[src/rtl/multi_digit_bcd_counter_pkg.sv]
// Shared constants and helpers for the multi-digit BCD counter.
// Latency: none (constants and pure functions only).
// Backpressure: not applicable.
package bcd_counter_pkg;

    localparam logic [3:0] BCD_MAX = 4'd9;

    // Segment order is {g,f,e,d,c,b,a}, active-high
    localparam logic [6:0] SEG_0     = 7'b0111111;
    localparam logic [6:0] SEG_1     = 7'b0000110;
    localparam logic [6:0] SEG_2     = 7'b1011011;
    localparam logic [6:0] SEG_3     = 7'b1001111;
    localparam logic [6:0] SEG_4     = 7'b1100110;
    localparam logic [6:0] SEG_5     = 7'b1101101;
    localparam logic [6:0] SEG_6     = 7'b1111101;
    localparam logic [6:0] SEG_7     = 7'b0000111;
    localparam logic [6:0] SEG_8     = 7'b1111111;
    localparam logic [6:0] SEG_9     = 7'b1101111;
    localparam logic [6:0] SEG_BLANK = 7'b0000000;

    // Digit to segment pattern; codes above 9 cannot reach the register but decode dark
    function automatic logic [6:0] seg7(input logic [3:0] d);
        logic [6:0] s;
        case (d)
            4'd0:    s = SEG_0;
            4'd1:    s = SEG_1;
            4'd2:    s = SEG_2;
            4'd3:    s = SEG_3;
            4'd4:    s = SEG_4;
            4'd5:    s = SEG_5;
            4'd6:    s = SEG_6;
            4'd7:    s = SEG_7;
            4'd8:    s = SEG_8;
            4'd9:    s = SEG_9;
            default: s = SEG_BLANK;
        endcase
        return s;
    endfunction

    // Out-of-range load nibbles saturate to 9 so the count is always valid BCD
    function automatic logic [3:0] bcd_clamp(input logic [3:0] n);
        return (n > BCD_MAX) ? BCD_MAX : n;
    endfunction

endpackage

[src/rtl/multi_digit_bcd_counter_digit_cell.sv]
// One BCD digit register with increment/decrement and combinational carry/borrow out.
// Latency: digit updates on the clock edge after inc/dec/load; carry/borrow are same-cycle.
// Backpressure: none; inc/dec are single-cycle strobes from the lower digit or the top.
module bcd_digit_cell
    import bcd_counter_pkg::*;
(
    input  logic       clock,
    input  logic       reset,
    input  logic       inc,
    input  logic       dec,
    input  logic       load,
    input  logic [3:0] load_nibble,
    output logic [3:0] digit,
    output logic       carry_out,
    output logic       borrow_out
);

    logic [3:0] digit_d;
    logic [3:0] digit_q;

    // Next digit: load beats inc/dec; inc and dec are never both set by the top
    always_comb begin
        digit_d = digit_q;
        if (load) begin
            digit_d = bcd_clamp(load_nibble);
        end else if (inc) begin
            digit_d = (digit_q == BCD_MAX) ? 4'd0 : digit_q + 4'd1;
        end else if (dec) begin
            digit_d = (digit_q == 4'd0) ? BCD_MAX : digit_q - 4'd1;
        end
    end

    // Digit register with synchronous reset
    always_ff @(posedge clock) begin
        if (reset) begin
            digit_q <= 4'd0;
        end else begin
            digit_q <= digit_d;
        end
    end

    assign digit      = digit_q;
    assign carry_out  = inc & (digit_q == BCD_MAX);
    assign borrow_out = dec & (digit_q == 4'd0);

endmodule

[src/rtl/multi_digit_bcd_counter.sv]
// N-digit BCD up/down counter with tick prescaler, load and 7-segment outputs.
// Latency: bcd/step/wrap one edge after the due tick; digits one further cycle.
// Backpressure: none; enable holds the prescaler. Option: LEADING_ZERO_BLANK_EN.
module multi_digit_bcd_counter
    import bcd_counter_pkg::*;
#(
    parameter int NUM_DIGITS = 4,
    parameter int TICK_DIV   = 50_000_000
) (
    input  logic                    clock,
    input  logic                    reset,
    input  logic                    enable,
    input  logic                    up_down,
    input  logic                    load,
    input  logic [4*NUM_DIGITS-1:0] load_value,
    output logic [4*NUM_DIGITS-1:0] bcd,
    output logic [7*NUM_DIGITS-1:0] digits,
    output logic                    step,
    output logic                    wrap
);

    // A TICK_DIV of 1 still gets a 1-bit prescaler that simply sits at 0
    localparam int            PW         = (TICK_DIV > 1) ? $clog2(TICK_DIV) : 1;
    localparam logic [PW-1:0] PRESC_LAST = PW'(TICK_DIV - 1);

    logic [PW-1:0]           presc_d, presc_q;
    logic                    step_d, step_q;
    logic                    wrap_d, wrap_q;
    logic [7*NUM_DIGITS-1:0] seg_d, seg_q;

    logic                    step_due;
    logic                    step_apply;
    logic                    step_up;
    logic                    step_dn;
    logic [4*NUM_DIGITS-1:0] bcd_w;
    logic                    top_carry;
    logic                    top_borrow;

    // A load in the due cycle swallows that step
    assign step_due   = enable & (presc_q == PRESC_LAST);
    assign step_apply = step_due & ~load;
    assign step_up    = step_apply & up_down;
    assign step_dn    = step_apply & ~up_down;

    // Digit chain: each cell's carry/borrow feeds the next higher digit in the same cycle
    for (genvar i = 0; i < NUM_DIGITS; i++) begin : g_digit
        logic       inc_w;
        logic       dec_w;
        logic       carry_w;
        logic       borrow_w;
        logic [3:0] digit_w;

        if (i == 0) begin : g_lsb
            assign inc_w = step_up;
            assign dec_w = step_dn;
        end else begin : g_upper
            assign inc_w = g_digit[i-1].carry_w;
            assign dec_w = g_digit[i-1].borrow_w;
        end

        bcd_digit_cell u_cell (
            .clock       (clock),
            .reset       (reset),
            .inc         (inc_w),
            .dec         (dec_w),
            .load        (load),
            .load_nibble (load_value[4*i +: 4]),
            .digit       (digit_w),
            .carry_out   (carry_w),
            .borrow_out  (borrow_w)
        );

        assign bcd_w[4*i +: 4] = digit_w;
    end

    // A carry or borrow leaving the top digit means the whole count wrapped
    assign top_carry  = g_digit[NUM_DIGITS-1].carry_w;
    assign top_borrow = g_digit[NUM_DIGITS-1].borrow_w;

    // Prescaler and step/wrap next state; load clears the prescaler and suppresses pulses
    always_comb begin
        presc_d = presc_q;
        if (load) begin
            presc_d = '0;
        end else if (enable) begin
            presc_d = step_due ? '0 : presc_q + PW'(1);
        end
        step_d = step_apply;
        wrap_d = step_apply & (top_carry | top_borrow);
    end

`ifdef LEADING_ZERO_BLANK_EN
    logic lead_zero;

    // Segment decode, darkening every digit above the most significant nonzero one
    always_comb begin
        seg_d     = '0;
        lead_zero = 1'b1;
        for (int i = NUM_DIGITS - 1; i >= 0; i--) begin
            if (i == 0 || bcd_w[4*i +: 4] != 4'd0) begin
                lead_zero = 1'b0;
            end
            seg_d[7*i +: 7] = lead_zero ? SEG_BLANK : seg7(bcd_w[4*i +: 4]);
        end
    end
`else
    // Segment decode of every digit, leading zeros included
    always_comb begin
        seg_d = '0;
        for (int i = 0; i < NUM_DIGITS; i++) begin
            seg_d[7*i +: 7] = seg7(bcd_w[4*i +: 4]);
        end
    end
`endif

    // Top-level registers; reset shows "0" on every digit regardless of blanking
    always_ff @(posedge clock) begin
        if (reset) begin
            presc_q <= '0;
            step_q  <= 1'b0;
            wrap_q  <= 1'b0;
            seg_q   <= {NUM_DIGITS{SEG_0}};
        end else begin
            presc_q <= presc_d;
            step_q  <= step_d;
            wrap_q  <= wrap_d;
            seg_q   <= seg_d;
        end
    end

    assign bcd    = bcd_w;
    assign digits = seg_q;
    assign step   = step_q;
    assign wrap   = wrap_q;

endmodule

[config.mk]
export PLATFORM = sky130hd
export DESIGN_NAME = multi_digit_bcd_counter
export DESIGN_NICKNAME = d
export VERILOG_FILES = /design/src/rtl/multi_digit_bcd_counter_pkg.sv /design/src/rtl/multi_digit_bcd_counter_digit_cell.sv /design/src/rtl/multi_digit_bcd_counter.sv
export SDC_FILE = /design/constraint.sdc
export NUM_CORES = 1
export LEC_CHECK = 0
export BUFFER_PORTS_ARGS = -buffer_cell sky130_fd_sc_hd__buf_2
export CAP_MARGIN = 20
export CORE_AREA = 2 2 86 109
export CTS_CLUSTER_DIAMETER = 30
export CTS_CLUSTER_SIZE = 10
export DETAILED_ROUTE_END_ITERATION = 6
export DIE_AREA = 0 0 88 111
export HOLD_SLACK_MARGIN = 0.06
export MAX_ROUTING_LAYER = met4
export PLACE_DENSITY = 0.71
export SLEW_MARGIN = 0
export SYNTH_ARGS = -nofsm -noshare
export SYNTH_HDL_FRONTEND = slang
export SYNTH_SLANG_ARGS = --single-unit
[constraint.sdc]
create_clock -name clock -period 5 [get_ports clock]
set_input_delay 1.25 -clock clock [delete_from_list [all_inputs] [get_ports clock]]
set_output_delay 1.25 -clock clock [all_outputs]
set_load 0.02 [all_outputs]
Word level (Yosys, flattened, before mapping) --
Memories as Yosys holds them, arrays and structs flattened. A register that Yosys moved wholly into a read port is not among the register bits. Index checks and enable logic that the tools add are counted.
Word-level totals: bits in read-only memories 448, bits of input ports 21, output and inout port bits 46, memories kept 4, word-level logic and storage cells 79, register bits after elaboration 44
Cells by class: reductions and logical operators 9, bitwise logic cells 16, $lt $le $gt $ge 4, multiplexer cells 25, equality and inequality tests 5, add/subtract/negate cells 9
Memories:
- (no name shown) | words 16, width 7, rd ports 1, clocked after Yosys merged registers in 1, write ports 0, line multi_digit_bcd_counter_pkg.sv:24 | case (d)
- (no name shown) | words 16, width 7, rd ports 1, clocked after Yosys merged registers in 1, write ports 0, line multi_digit_bcd_counter_pkg.sv:24
- (no name shown) | words 16, width 7, rd ports 1, clocked after Yosys merged registers in 1, write ports 0, line multi_digit_bcd_counter_pkg.sv:24
- (no name shown) | words 16, width 7, rd ports 1, clocked after Yosys merged registers in 1, write ports 0, line multi_digit_bcd_counter_pkg.sv:24
Operators by type and width (count):
- 4-bit two-way mux | 24
- 26-bit by 1-bit adder with 26-bit output, second input constant | 1
- 26-bit == test, second input constant | 1
- 26-bit two-way mux | 1
- 4-bit by 1-bit adder with 4-bit output, second input constant | 4
- 4-bit == test, second input constant | 4
- 4-bit greater-than comparator, second input constant | 4
- 4-bit zero test | 4
- 4-bit by 1-bit subtractor with 4-bit output, second input constant | 4
- 1-bit AND | 13
- 3-bit nonzero test | 4
- 1-bit inverter | 2
- 2-bit OR reduction | 1
- 1-bit OR | 1

Depth between registers and ports, before layout --
Gate-level depths: netlist of the first run.
depth in word-level cells 10, gate-level depth with buffers 7, mapped depth without buffers 7

Cells and area by module --
From an unflattened synthesis of the first run, not the netlist that was laid out.
Unflattened totals: cell total of the unflattened synthesis 522, area, all modules 4441.8 um^2
By module, submodules not included:
- multi_digit_bcd_counter | area each 2815.2 um^2, cells an instance 314, instances 1, sequential area each 1121.1 um^2
- bcd_digit_cell | area each 406.6 um^2, cells an instance 52, instances 4, sequential area each 80.1 um^2

Least setup slack after synthesis of the first run --
Ideal clock, no wire load.
kind in2reg, start point input enable, end point register g_digit[2].u_cell.digit_q[0], arrival time 2.564 ns, path buffers 0, setup slack 2.319 ns, required time 4.883 ns, setup time 0.117 ns, stages on the path 5, path through nand3_2 nor4_4 nand3_2 a221o_1 o2bb2ai_1
On the way: longest elaborated chain between the ends 7, elaborated cells on any way between the ends 11, those cells by class 2 x mux; 8 x bitwise; 1 x reduce/logical
RTL lines:
- from (decl) | line multi_digit_bcd_counter.sv:12 | input logic enable,
- 1-bit AND (*) | line multi_digit_bcd_counter.sv:40 | assign step_due = enable & (presc_q == PRESC_LAST);
- 1-bit AND (*) | line multi_digit_bcd_counter.sv:41 | assign step_apply = step_due & ~load;
- 1-bit AND | line multi_digit_bcd_counter.sv:42 | assign step_up = step_apply & up_down;
- 1-bit AND (2 in series) | line multi_digit_bcd_counter_digit_cell.sv:43 | assign carry_out = inc & (digit_q == BCD_MAX);
- 4-bit two-way mux | line multi_digit_bcd_counter_digit_cell.sv:26 | end else if (inc) begin
- 4-bit two-way mux | line multi_digit_bcd_counter_digit_cell.sv:24 | if (load) begin
- to (signal assigned) | line multi_digit_bcd_counter_digit_cell.sv:38 | digit_q <= digit_d;
- to (decl) | line multi_digit_bcd_counter_digit_cell.sv:19 | logic [3:0] digit_q;
Every way passes the cells marked *; elsewhere a longest branch is shown, timed or not. A chain may end at the register's enable or synchronous reset.

Worst setup path in the final report of the first run --
start point input enable, end point register presc_q[19]
On the way: longest elaborated chain between the ends 2
RTL lines:
- 1-bit AND | line multi_digit_bcd_counter.sv:40
- 26-bit two-way mux | line multi_digit_bcd_counter.sv:86 | presc_d = step_due ? '0 : presc_q + PW'(1);
- to (signal assigned) | line multi_digit_bcd_counter.sv:124 | presc_q <= presc_d;
- to (decl) | line multi_digit_bcd_counter.sv:26 | logic [PW-1:0] presc_d, presc_q;
Parallel ways exist; a longest one is shown, timed or not.

==> flow_summary_export.csv, run 1 <==
group,metric,value,unit
status,status,"completed",
synth,yosys_warnings,0,
floorplan,die_h,111,um
clock_network,cts-hold-fix-buffers,0,
global_routing,first_global_vias,3697,
global_routing,grt_usage,22.6,%
clock_network,clock_sinks,72,
placed_design,io_buffer_count,66,
synth,synth_compound_area_share,17.9,%
synth,ys_types,61,
critical_path,cp_max_fo,24,
route,drt-met1-wl,4440,um
synth,synthCells,530,
global_routing,grt_max_degree,40,
global_routing,grt_overflow,0,
global_routing,grt_antenna_before_repair,0,
hold_path,min_path_type,"register to register",
floorplan,initial_core_util,48.7,%
route,vias,3949,
route,wl_met3,592,um
timing,fin_hold_ws,0.516,ns
floorplan,die_w,88,um
critical_path,reg2reg_to,"g_digit[3].u_cell.digit[2]",
hold_path,min_from,"presc_q[23]",
critical_path,regToRegSetupSlack,2.30,ns
route,drtAntennaViolNets,0,
synth,synth-xor-area-share,5.70,%
clock_network,insertion_delay,0.33,ns
placed_design,dpl.hpwl,7330,um
clock_network,cts_resized,0,
route,wl_per_cell,14.5,um
floorplan,num_io_pins,67,
route,firstDrtPassIters,5,
route,drc,0,
power_and_ir_drop,ir_drop,170,uV
timing,final_max_slew_viol_count,0,
clock_network,tritoncts,"yes",
synth,synthTopCellsByArea,"dfxtp_1 (33%), ha_1 (9.6%), o21ai_0 (4.5%)",
critical_path,critPathKind,"primary input to register",
placed_design,dp_cells,696,
timing,tightest_slew,0.804,ns
synth,synth_fp_nets,584,
timing,final.setup.tns,0,ns
synth,syn_avg_cell_area,8.12,um^2
synth,ys_ff_latch,72,
synth,syn_area,0.00430,mm^2
power_and_ir_drop,power,0.00144,W
final_layout,final_nets,638,
job,cap_violations,0,
timing,skew,0.00660,ns
synth,yosysSeqAreaShare,33.5,%
critical_path,r2r_cells,7,
critical_path,start_kind,"primary input",
placed_design,gp_congestion,0.893,
critical_path,crit-reg2reg-launch,"g_digit[2].u_cell.digit[1]",
critical_path,critPathCaptureType,"register",
final_layout,antenna_cells,0,
hold_path,hold_path_end,"presc_q[23]",
clock_network,clk_path_buf_depth,2,
floorplan,die_area,0.00977,mm^2
timing,min_period,3.05,ns
floorplan,rows,39,
clock_network,clockRootBuffer,"clkbuf_16",
hold_path,hold_depth,2,
final_layout,drive_gt1_share,16.2,%
global_routing,grt_pass1_wl,17300,um
synth,synth_top_family_by_area,"simple AND/OR/NAND/NOR gates",
timing,setup_viol,0,
route,drt_iter0_drc,191,
final_layout,area_growth,14.9,%
timing,rsz0062_at_grt,"no",
route,wl,10300,um
synth,ys.flop_type,"dfxtp_1",
timing,final-hold-violation-count,0,
route,vias_per_cell,5.58,
route,met2_length,5040,um
synth,yosysTopAreaCellShare,33.5,%
final_layout,final_util,56.0,%
timing,period_share,61.0,%
power_and_ir_drop,p_leak,1.99,nW
synth,muxShareOfSynthArea,2.88,%
critical_path,crit_arrival,3.23,ns
synth,async_flop_share,0,%
clock_network,cts_made_buffers,9,
route,top_layer,"met4",
synth,synth_edf_count,0,
synth,synthSimpleGateAreaFrac,25.9,%
final_layout,stdcell_count,708,
clock_network,post_cts_buffers,0,
synth,synthAdderAreaFrac,9.59,%
clock_network,clk_pin_slew,0.05,ns
synth,synth_top_cell_by_area,"dfxtp_1",
critical_path,required,5.18,ns
floorplan,core_area,0.00883,mm^2
timing,maxClockFrequency,0.328,GHz
timing,max_slew_margin,46.3,%
clock_network,htreeDepth,3,
power_and_ir_drop,p_per_area,291,mW/mm^2
layout make-up:
class / instances / area [um^2]
Tap cell: 123 / 154
Clock buffer: 10 / 239
Clock inverter: 2 / 10.0
Multi-Input combinational cell: 408 / 2670
Timing Repair Buffer: 67 / 338
Sequential cell: 72 / 1440
Fill cell: 852 / 3880
Inverter: 26 / 97.6
how the worst max path moves through the flow:
| stage | startpoint | to | slack [ns] | cells after the start |
|---|---|---|---|---|
| after floorplan | enable | g_digit[2].u_cell.digit[0] | 2.32 | 5 |
| final | enable | presc_q[19] | 1.95 | 6 |
| after global placement | enable | presc_q[5] | 1.76 | 6 |
| after global routing | enable | presc_q[19] | 1.76 | 6 |
| after detailed placement | enable | presc_q[19] | 1.62 | 6 |
| after CTS | enable | presc_q[19] | 1.98 | 6 |
through the flow:
step / area (um^2) / setup WS, ns
4_1_cts: 4950 / 1.98
6_report: 4950 / 1.95
5_1_grt: 4950 / 1.76
3_5_place_dp: 4700 / 1.62
2_1_floorplan: 4300 / 2.32
3_3_place_gp: 4700 / 1.76
worst max-delay path: stages:
cell and delay, ns:
buf_2 0.16, nand3_2 0.13, nor4_4 0.64, nand2_2 0.25, nand2_1 0.67, nor2_1 0.13
routing by layer:
| metal | track usage, % | vias to the layer above |
|---|---|---|
| met5 | - | - |
| met4 | 9.85 | 0 |
| met3 | 4.99 | 15 |
| met2 | 35.8 | 116 |
| met1 | 27.4 | 1843 |
| li1 | - | 1975 |
layout by cell type (no fill, tap or decap), types with 4 or more instances in the layout:
cell | netlist | layout
a311oi_1 | 5 | 5
nand3_1 | 17 | 17
clkbuf_16 | 0 | 9
nand2_1 | 51 | 51
nor4_1 | 6 | 6
mux2i_1 | 9 | 9
a21oi_1 | 26 | 26
or3_1 | 8 | 8
inv_1 | 22 | 22
a31oi_1 | 8 | 8
xor2_1 | 7 | 7
dfxtp_1 | 72 | 72
nor3_1 | 24 | 24
nand2b_1 | 6 | 6
o21a_1 | 7 | 7
nand4_1 | 6 | 6
o21ai_0 | 39 | 39
o21bai_1 | 4 | 4
xnor2_1 | 21 | 21
ha_1 | 33 | 33
nor2_1 | 52 | 52
buf_2 | 6 | 66
a31o_1 | 5 | 5
and3_1 | 5 | 5
nand3b_1 | 12 | 12
synthesized netlist by cell type (4+ instances only):
cell	number
o21bai_1	4
a21oi_1	26
nor2_1	52
nand2_1	51
inv_1	22
dfxtp_1	72
or3_1	8
nand4_1	6
clkbuf_1	17
a31o_1	5
xnor2_1	21
a31oi_1	8
nand2b_1	6
nor4_1	6
o21a_1	7
and3_1	5
nor3_1	24
ha_1	33
nand3_1	17
nand3b_1	12
buf_2	6
o21ai_0	39
a311oi_1	5
xor2_1	7
mux2i_1	9
report_power, final:
group          internal, W  total, W  switching, W
Sequential        0.000605  0.000639     0.0000347
Combinational    0.0000961  0.000249      0.000153
Clock             0.000335  0.000551      0.000216
sequential cells by signal, summed over array words and instances (netlist names):
name and cells:
g_digit.u_cell.digit 16, digits 28, step 1, wrap 1
presc_q 26
cells by family (layout without fill, tap and decap cells):
group | Yosys count | count (layout)
AOI/OAI and AO/OA | 121 | 121
xor gates and xnor gates | 28 | 28
adders and majority gates | 33 | 33
buffers and inverters | 50 | 105
DFF | 72 | 72
muxes | 12 | 12
and+or+nand+nor | 214 | 214
Note: power is estimated with default switching activity, not from simulation.
==> inputs of run 2 (changes only) <==
--- a/config.mk
+++ b/config.mk
@@ -14,7 +14,7 @@
 export DIE_AREA = 0 0 88 111
 export HOLD_SLACK_MARGIN = 0.06
 export MAX_ROUTING_LAYER = met4
-export PLACE_DENSITY = 0.71
+export PLACE_DENSITY = 0.74
 export SLEW_MARGIN = 0
 export SYNTH_ARGS = -nofsm -noshare
 export SYNTH_HDL_FRONTEND = slang
==> constraint.sdc (replaced) <==
create_clock -name clock -period 2.47 [get_ports clock]
set_input_delay 0.6175 -clock clock [delete_from_list [all_inputs] [get_ports clock]]
set_output_delay 0.6175 -clock clock [all_outputs]
set_load 0.02 [all_outputs]
==> flow_summary_export.csv, run 2 (same netlist as run 1, synthesis figures left out) <==
group,metric,value,unit
status,status,"completed",
timing,fin_hold_ws,0.525,ns
hold_path,hold_path_end,"presc_q[5]",
critical_path,regToRegSetupSlack,0.22,ns
clock_network,post_cts_buffers,0,
critical_path,required,2.74,ns
critical_path,start_kind,"register",
floorplan,die_h,111,um
placed_design,io_buffer_count,66,
critical_path,crit_family,"compound AO/OA/AOI/OAI gates",
power_and_ir_drop,p_leak,2.14,nW
floorplan,core_area,0.00883,mm^2
clock_network,tritoncts,"yes",
global_routing,grt_overflow,0,
critical_path,cp_slowest_cell,"dfxtp_1",
placed_design,dpl.hpwl,7880,um
route,met2_length,5410,um
global_routing,grt_max_degree,37,
critical_path,slowest_delay,0.40,ns
critical_path,critPathKind,"register to register",
hold_path,hold_depth,2,
final_layout,postLayoutCellArea,0.00522,mm^2
timing,final-hold-violation-count,0,
final_layout,final-seq-area,0.00144,mm^2
final_layout,stdcell_count,733,
final_layout,drive_gt1_share,19.7,%
global_routing,grt_usage,23.7,%
global_routing,grt_pass1_wl,18100,um
timing,final_max_slew_viol_count,0,
final_layout,final_cell_mix,"dfxtp_1 (72), buf_2 (66), nor2_1 (52)",
timing,rsz0062_at_grt,"no",
clock_network,htreeDepth,3,
placed_design,gp_congestion,0.890,
floorplan,die_w,88,um
power_and_ir_drop,ir_drop,391,uV
timing,tightest_slew,0.546,ns
timing,final.setup.tns,0,ns
critical_path,cp_max_fo,10,
power_and_ir_drop,p_seq_share,37.5,%
power_and_ir_drop,clockPowerShare,45.4,%
placed_design,dp_cells,717,
timing,min_period,2.25,ns
final_layout,area_growth,21.3,%
power_and_ir_drop,swShare,26.9,%
final_layout,largest_reg_flops,28,
clock_network,clockRootBuffer,"clkbuf_16",
timing,setup_viol,0,
power_and_ir_drop,p_int,0.00246,W
route,wl_per_cell,14.9,um
final_layout,fill_cells,779,
floorplan,num_io_pins,67,
global_routing,first_global_vias,3887,
hold_path,min_from,"presc_q[5]",
timing,maxClockFrequency,0.444,GHz
clock_network,clk_path_buf_depth,2,
final_layout,final_nets,659,
timing,skew,0.00500,ns
clock_network,insertion_delay,0.34,ns
route,top_layer,"met4",
clock_network,cts_made_buffers,9,
job,cap_violations,0,
timing,period_share,91.2,%
route,wl_met3,589,um
critical_path,crit-reg2reg-launch,"g_digit[1].u_cell.digit[0]",
route,vias,4158,
critical_path,r2r_cells,7,
route,wl,10900,um
clock_network,clock_sinks,72,
power_and_ir_drop,combinationalPowerShare,17.0,%
final_layout,antenna_cells,0,
critical_path,reg2reg_to,"g_digit[3].u_cell.digit[1]",
timing,max_slew_margin,63.6,%
floorplan,die_area,0.00977,mm^2
route,firstDrtPassIters,5,
route,vias_per_cell,5.67,
placed_design,place_area,0.00487,mm^2
route,drc,0,
power_and_ir_drop,power.switching,0.000905,W
route,drt-met1-wl,4500,um
timing,fin_ws,0.217,ns
critical_path,critPathCaptureType,"register",
clock_network,clk_pin_slew,0.06,ns
placed_design,place_ws,0.124,ns
route,drt_iter0_drc,348,
floorplan,initial_core_util,48.7,%
critical_path,crit_arrival,2.52,ns
final_layout,multiInputGateArea,0.00267,mm^2
critical_path,critical_path_depth,7,
floorplan,rows,39,
power_and_ir_drop,p_per_area,645,mW/mm^2
clock_network,cts_resized,0,
critical_path,critPathBufInv,1,
clock_network,cts-hold-fix-buffers,0,
critical_path,path_cells,"inv_1 > ha_1 > nor3b_1 > and4_1 > o2111ai_1 > a31o_1 > a31oi_1",
global_routing,grt_antenna_before_repair,0,
final_layout,layout_commonest_cell,"dfxtp_1",
hold_path,min_path_type,"register to register",
route,drtAntennaViolNets,0,
-- run 2: cell count changes in the layout (fill, tap and decap cells not counted), sizes merged --
cell      before  now
inv           23   24
clkinvlp       0    1
buf           67   88
bufinv         0    3
clkinv         5    4
-- run 2: worst register-to-register path: stages (launching register included) --
cell,delay [ns]
dfxtp_1,0.40
inv_1,0.18
ha_1,0.21
nor3b_1,0.36
and4_1,0.30
o2111ai_1,0.28
a31o_1,0.33
a31oi_1,0.13
-- run 2: power groups by stage --
| stage | Sequential (W) | Combinational [W] | Clock [W] |
|---|---|---|---|
| global placement | 0.00129 | 0.000557 | 0 |
| detailed placement | 0.00129 | 0.000566 | 0 |
| global route | 0.00127 | 0.000634 | 0.00159 |
| finish | 0.00126 | 0.000574 | 0.00153 |
| floorplan | 0.00136 | 0.000297 | 0 |
| CTS | 0.00126 | 0.000570 | 0.00155 |
-- run 2: worst max-delay path by stage --
stage,start,endpoint,slack [ns]
6_report,g_digit[1].u_cell.digit[0],g_digit[3].u_cell.digit[1],0.22
5_1_grt,g_digit[0].u_cell.digit[0],g_digit[3].u_cell.digit[1],0.04
4_1_cts,g_digit[1].u_cell.digit[0],g_digit[3].u_cell.digit[1],0.26
3_5_place_dp,enable,g_digit[2].u_cell.digit[3],0.12
3_3_place_gp,enable,g_digit[2].u_cell.digit[3],0.15
2_1_floorplan,g_digit[1].u_cell.digit[1],g_digit[3].u_cell.digit[1],0.27
-- run 2: routing by layer --
layer / vias to the layer above / global-route usage (%)
met3: 44 / 3.05
met1: 1930 / 28.2
met4: 0 / 13.2
met5: - / -
met2: 167 / 37.9
li1: 2017 / -
-- run 2: final cells by class --
| cell class | instances | share of cell area (%) |
|---|---|---|
| well taps | 123 | 2.95 |
| flip-flops and latches | 72 | 27.6 |
| clock buffers | 10 | 4.58 |
| multi-input cells | 408 | 51.1 |
| clock inverters | 6 | 2.20 |
| inverters | 26 | 1.87 |
| repair buffers | 88 | 9.73 |
-- run 2: through the flow --
step / util, % / total power [W]
2_1_floorplan: - / 0.00166
3_3_place_gp: 55.1 / 0.00184
3_5_place_dp: 55.1 / 0.00186
4_1_cts: 59.1 / 0.00338
5_1_grt: 59.1 / 0.00349
6_report: 59.1 / 0.00337
==> inputs of run 3 (changes only) <==
--- a/config.mk
+++ b/config.mk
@@ -5,16 +5,17 @@
 export SDC_FILE = /design/constraint.sdc
 export NUM_CORES = 1
 export LEC_CHECK = 0
-export BUFFER_PORTS_ARGS = -buffer_cell sky130_fd_sc_hd__buf_2
 export CAP_MARGIN = 20
 export CORE_AREA = 2 2 86 109
 export CTS_CLUSTER_DIAMETER = 30
 export CTS_CLUSTER_SIZE = 10
 export DETAILED_ROUTE_END_ITERATION = 6
 export DIE_AREA = 0 0 88 111
+export DONT_BUFFER_PORTS = 1
 export HOLD_SLACK_MARGIN = 0.06
 export MAX_ROUTING_LAYER = met4
-export PLACE_DENSITY = 0.74
+export PLACE_DENSITY = 0.67
+export SETUP_SLACK_MARGIN = 0.2
 export SLEW_MARGIN = 0
 export SYNTH_ARGS = -nofsm -noshare
 export SYNTH_HDL_FRONTEND = slang
==> flow_summary_export.csv, run 3 (same netlist as run 1, synthesis figures left out) <==
group,metric,value,unit
status,status,"completed",
global_routing,grt_usage,24.0,%
global_routing,grt_max_degree,40,
critical_path,critPathCaptureType,"register",
timing,rsz0062_at_grt,"no",
route,firstDrtPassIters,4,
critical_path,cp_max_fo,6,
clock_network,tritoncts,"yes",
critical_path,required,2.70,ns
critical_path,start_kind,"register",
final_layout,layout_commonest_cell,"dfxtp_1",
power_and_ir_drop,ir_drop,348,uV
clock_network,clock_sinks,72,
floorplan,die_w,88,um
floorplan,rows,39,
placed_design,dpl.hpwl,7890,um
critical_path,path_cells,"inv_1 > ha_1 > nand3b_1 > nor4_4 > nand3_2 > a221o_1 > o2bb2ai_1",
timing,min_period,2.10,ns
timing,final.setup.tns,0,ns
hold_path,min_from,"reset",
route,drt_iter0_drc,268,
hold_path,hold_depth,1,
clock_network,clk_pin_slew,0.06,ns
global_routing,first_global_vias,3780,
clock_network,clk_path_buf_depth,2,
floorplan,initial_core_util,48.7,%
clock_network,insertion_delay,0.34,ns
route,wl_per_cell,16.3,um
critical_path,reg2reg_to,"g_digit[2].u_cell.digit[0]",
timing,setup_viol,0,
power_and_ir_drop,p_per_area,630,mW/mm^2
power_and_ir_drop,p_leak,1.89,nW
placed_design,dp_cells,653,
clock_network,cts_made_buffers,9,
global_routing,grt_pass1_wl,18200,um
global_routing,grt_overflow,0,
critical_path,cp_slowest_cell,"a221o_1",
job,cap_violations,0,
floorplan,die_h,111,um
global_routing,grt_antenna_before_repair,1,
route,vias,3849,
clock_network,htreeDepth,3,
final_layout,area_growth,13.6,%
timing,final_max_slew_viol_count,0,
critical_path,slowest_delay,0.38,ns
final_layout,fill_cells,817,
critical_path,critPathBufInv,1,
critical_path,crit_family,"simple AND/OR/NAND/NOR gates",
critical_path,crit-reg2reg-launch,"g_digit[0].u_cell.digit[1]",
critical_path,crit_arrival,2.33,ns
final_layout,largest_reg_flops,28,
placed_design,io_buffer_count,0,
critical_path,regToRegSetupSlack,0.37,ns
hold_path,min_path_type,"primary input to register",
clock_network,clockRootBuffer,"clkbuf_16",
floorplan,core_area,0.00883,mm^2
timing,tightest_slew,0.562,ns
final_layout,drive_gt1_share,10.9,%
route,vias_per_cell,5.73,
timing,maxClockFrequency,0.477,GHz
route,drtAntennaViolNets,0,
timing,period_share,84.9,%
placed_design,gp_congestion,0.903,
route,wl,11000,um
timing,max_slew_margin,62.5,%
floorplan,num_io_pins,67,
final_layout,final_cell_mix,"dfxtp_1 (72), nor2_1 (52), nand2_1 (51)",
final_layout,final_nets,597,
final_layout,stdcell_count,672,
timing,final-hold-violation-count,0,
timing,skew,0.00635,ns
critical_path,critPathKind,"register to register",
route,drc,0,
critical_path,r2r_cells,7,
hold_path,hold_path_end,"g_digit[0].u_cell.digit[1]",
floorplan,die_area,0.00977,mm^2
## run 3: cell count changes in the layout (fill, tap and decap cells not counted), sizes merged
cell,delta
buf,-62
clkbuf,+4
bufinv,-2
clkinv,-1
diode,+1
inv,-1
## run 3: worst max path at each step
stage                                       to  cells past startpoint                        from  slack, ns
floorplan           g_digit[3].u_cell.digit[1]                      7  g_digit[1].u_cell.digit[1]       0.27
global placement    g_digit[2].u_cell.digit[0]                      5                        load       0.33
detailed placement  g_digit[2].u_cell.digit[0]                      7  g_digit[0].u_cell.digit[1]       0.29
CTS                 g_digit[2].u_cell.digit[0]                      7  g_digit[0].u_cell.digit[1]       0.24
global route        g_digit[3].u_cell.digit[1]                      7  g_digit[0].u_cell.digit[1]       0.20
finish              g_digit[2].u_cell.digit[0]                      7  g_digit[0].u_cell.digit[1]       0.37
## run 3: layout make-up
class                           instances  area (um^2)  share of cell area, %
Antenna cell                            1         2.50                 0.0512
Clock buffer                           14          264                   5.40
Clock inverter                          2         37.5                  0.768
Inverter                               26         97.6                   2.00
Multi-Input combinational cell        408         2700                   55.2
Sequential cell                        72         1440                   29.5
Tap cell                              123          154                   3.15
Timing Repair Buffer                   26          195                   3.99
## run 3: timing repair
item,4_1_cts,5_1_grt
endpoints found under the setup margin,0,34
hold buffers,0,0
buffers inserted,0,2
gates resized for setup,0,6
## run 3: metrics by stage
stage          hold slack, ns  utilization [%]  setup WS [ns]  instance area, um^2  total power (W)
2_1_floorplan           0.477                -          0.273                 4300          0.00166
3_3_place_gp            0.500             51.4          0.333                 4540          0.00177
3_5_place_dp            0.520             51.4          0.290                 4540          0.00178
4_1_cts                 0.342             54.8          0.243                 4840          0.00310
5_1_grt                 0.345             55.3          0.205                 4890          0.00321
6_report                0.354             55.3          0.373                 4890          0.00308
## run 3: layer usage
layer,vias up,global-route usage (%),part of all wire (%)
li1,1903,-,-
met3,19,5.73,6.7
met4,0,10.2,1.6
met5,-,-,0
met2,107,39.9,52
met1,1820,26.9,40
## run 3: report_power, final
group | leakage, nW | switching, W | internal [W] | total (W)
combinational | 1.16 | 0.000265 | 0.000180 | 0.000445
sequential | 0.590 | 0.0000928 | 0.00122 | 0.00132
clock | 0.143 | 0.000482 | 0.000838 | 0.00132
total | 1.89 | 0.000840 | 0.00224 | 0.00308
## run 3: worst register-to-register path, stage by stage (launching register included)
cell       delay (ns)
dfxtp_1          0.31
inv_1            0.15
ha_1             0.26
nand3b_1         0.24
nor4_4           0.34
nand3_2          0.20
a221o_1          0.38
o2bb2ai_1        0.12
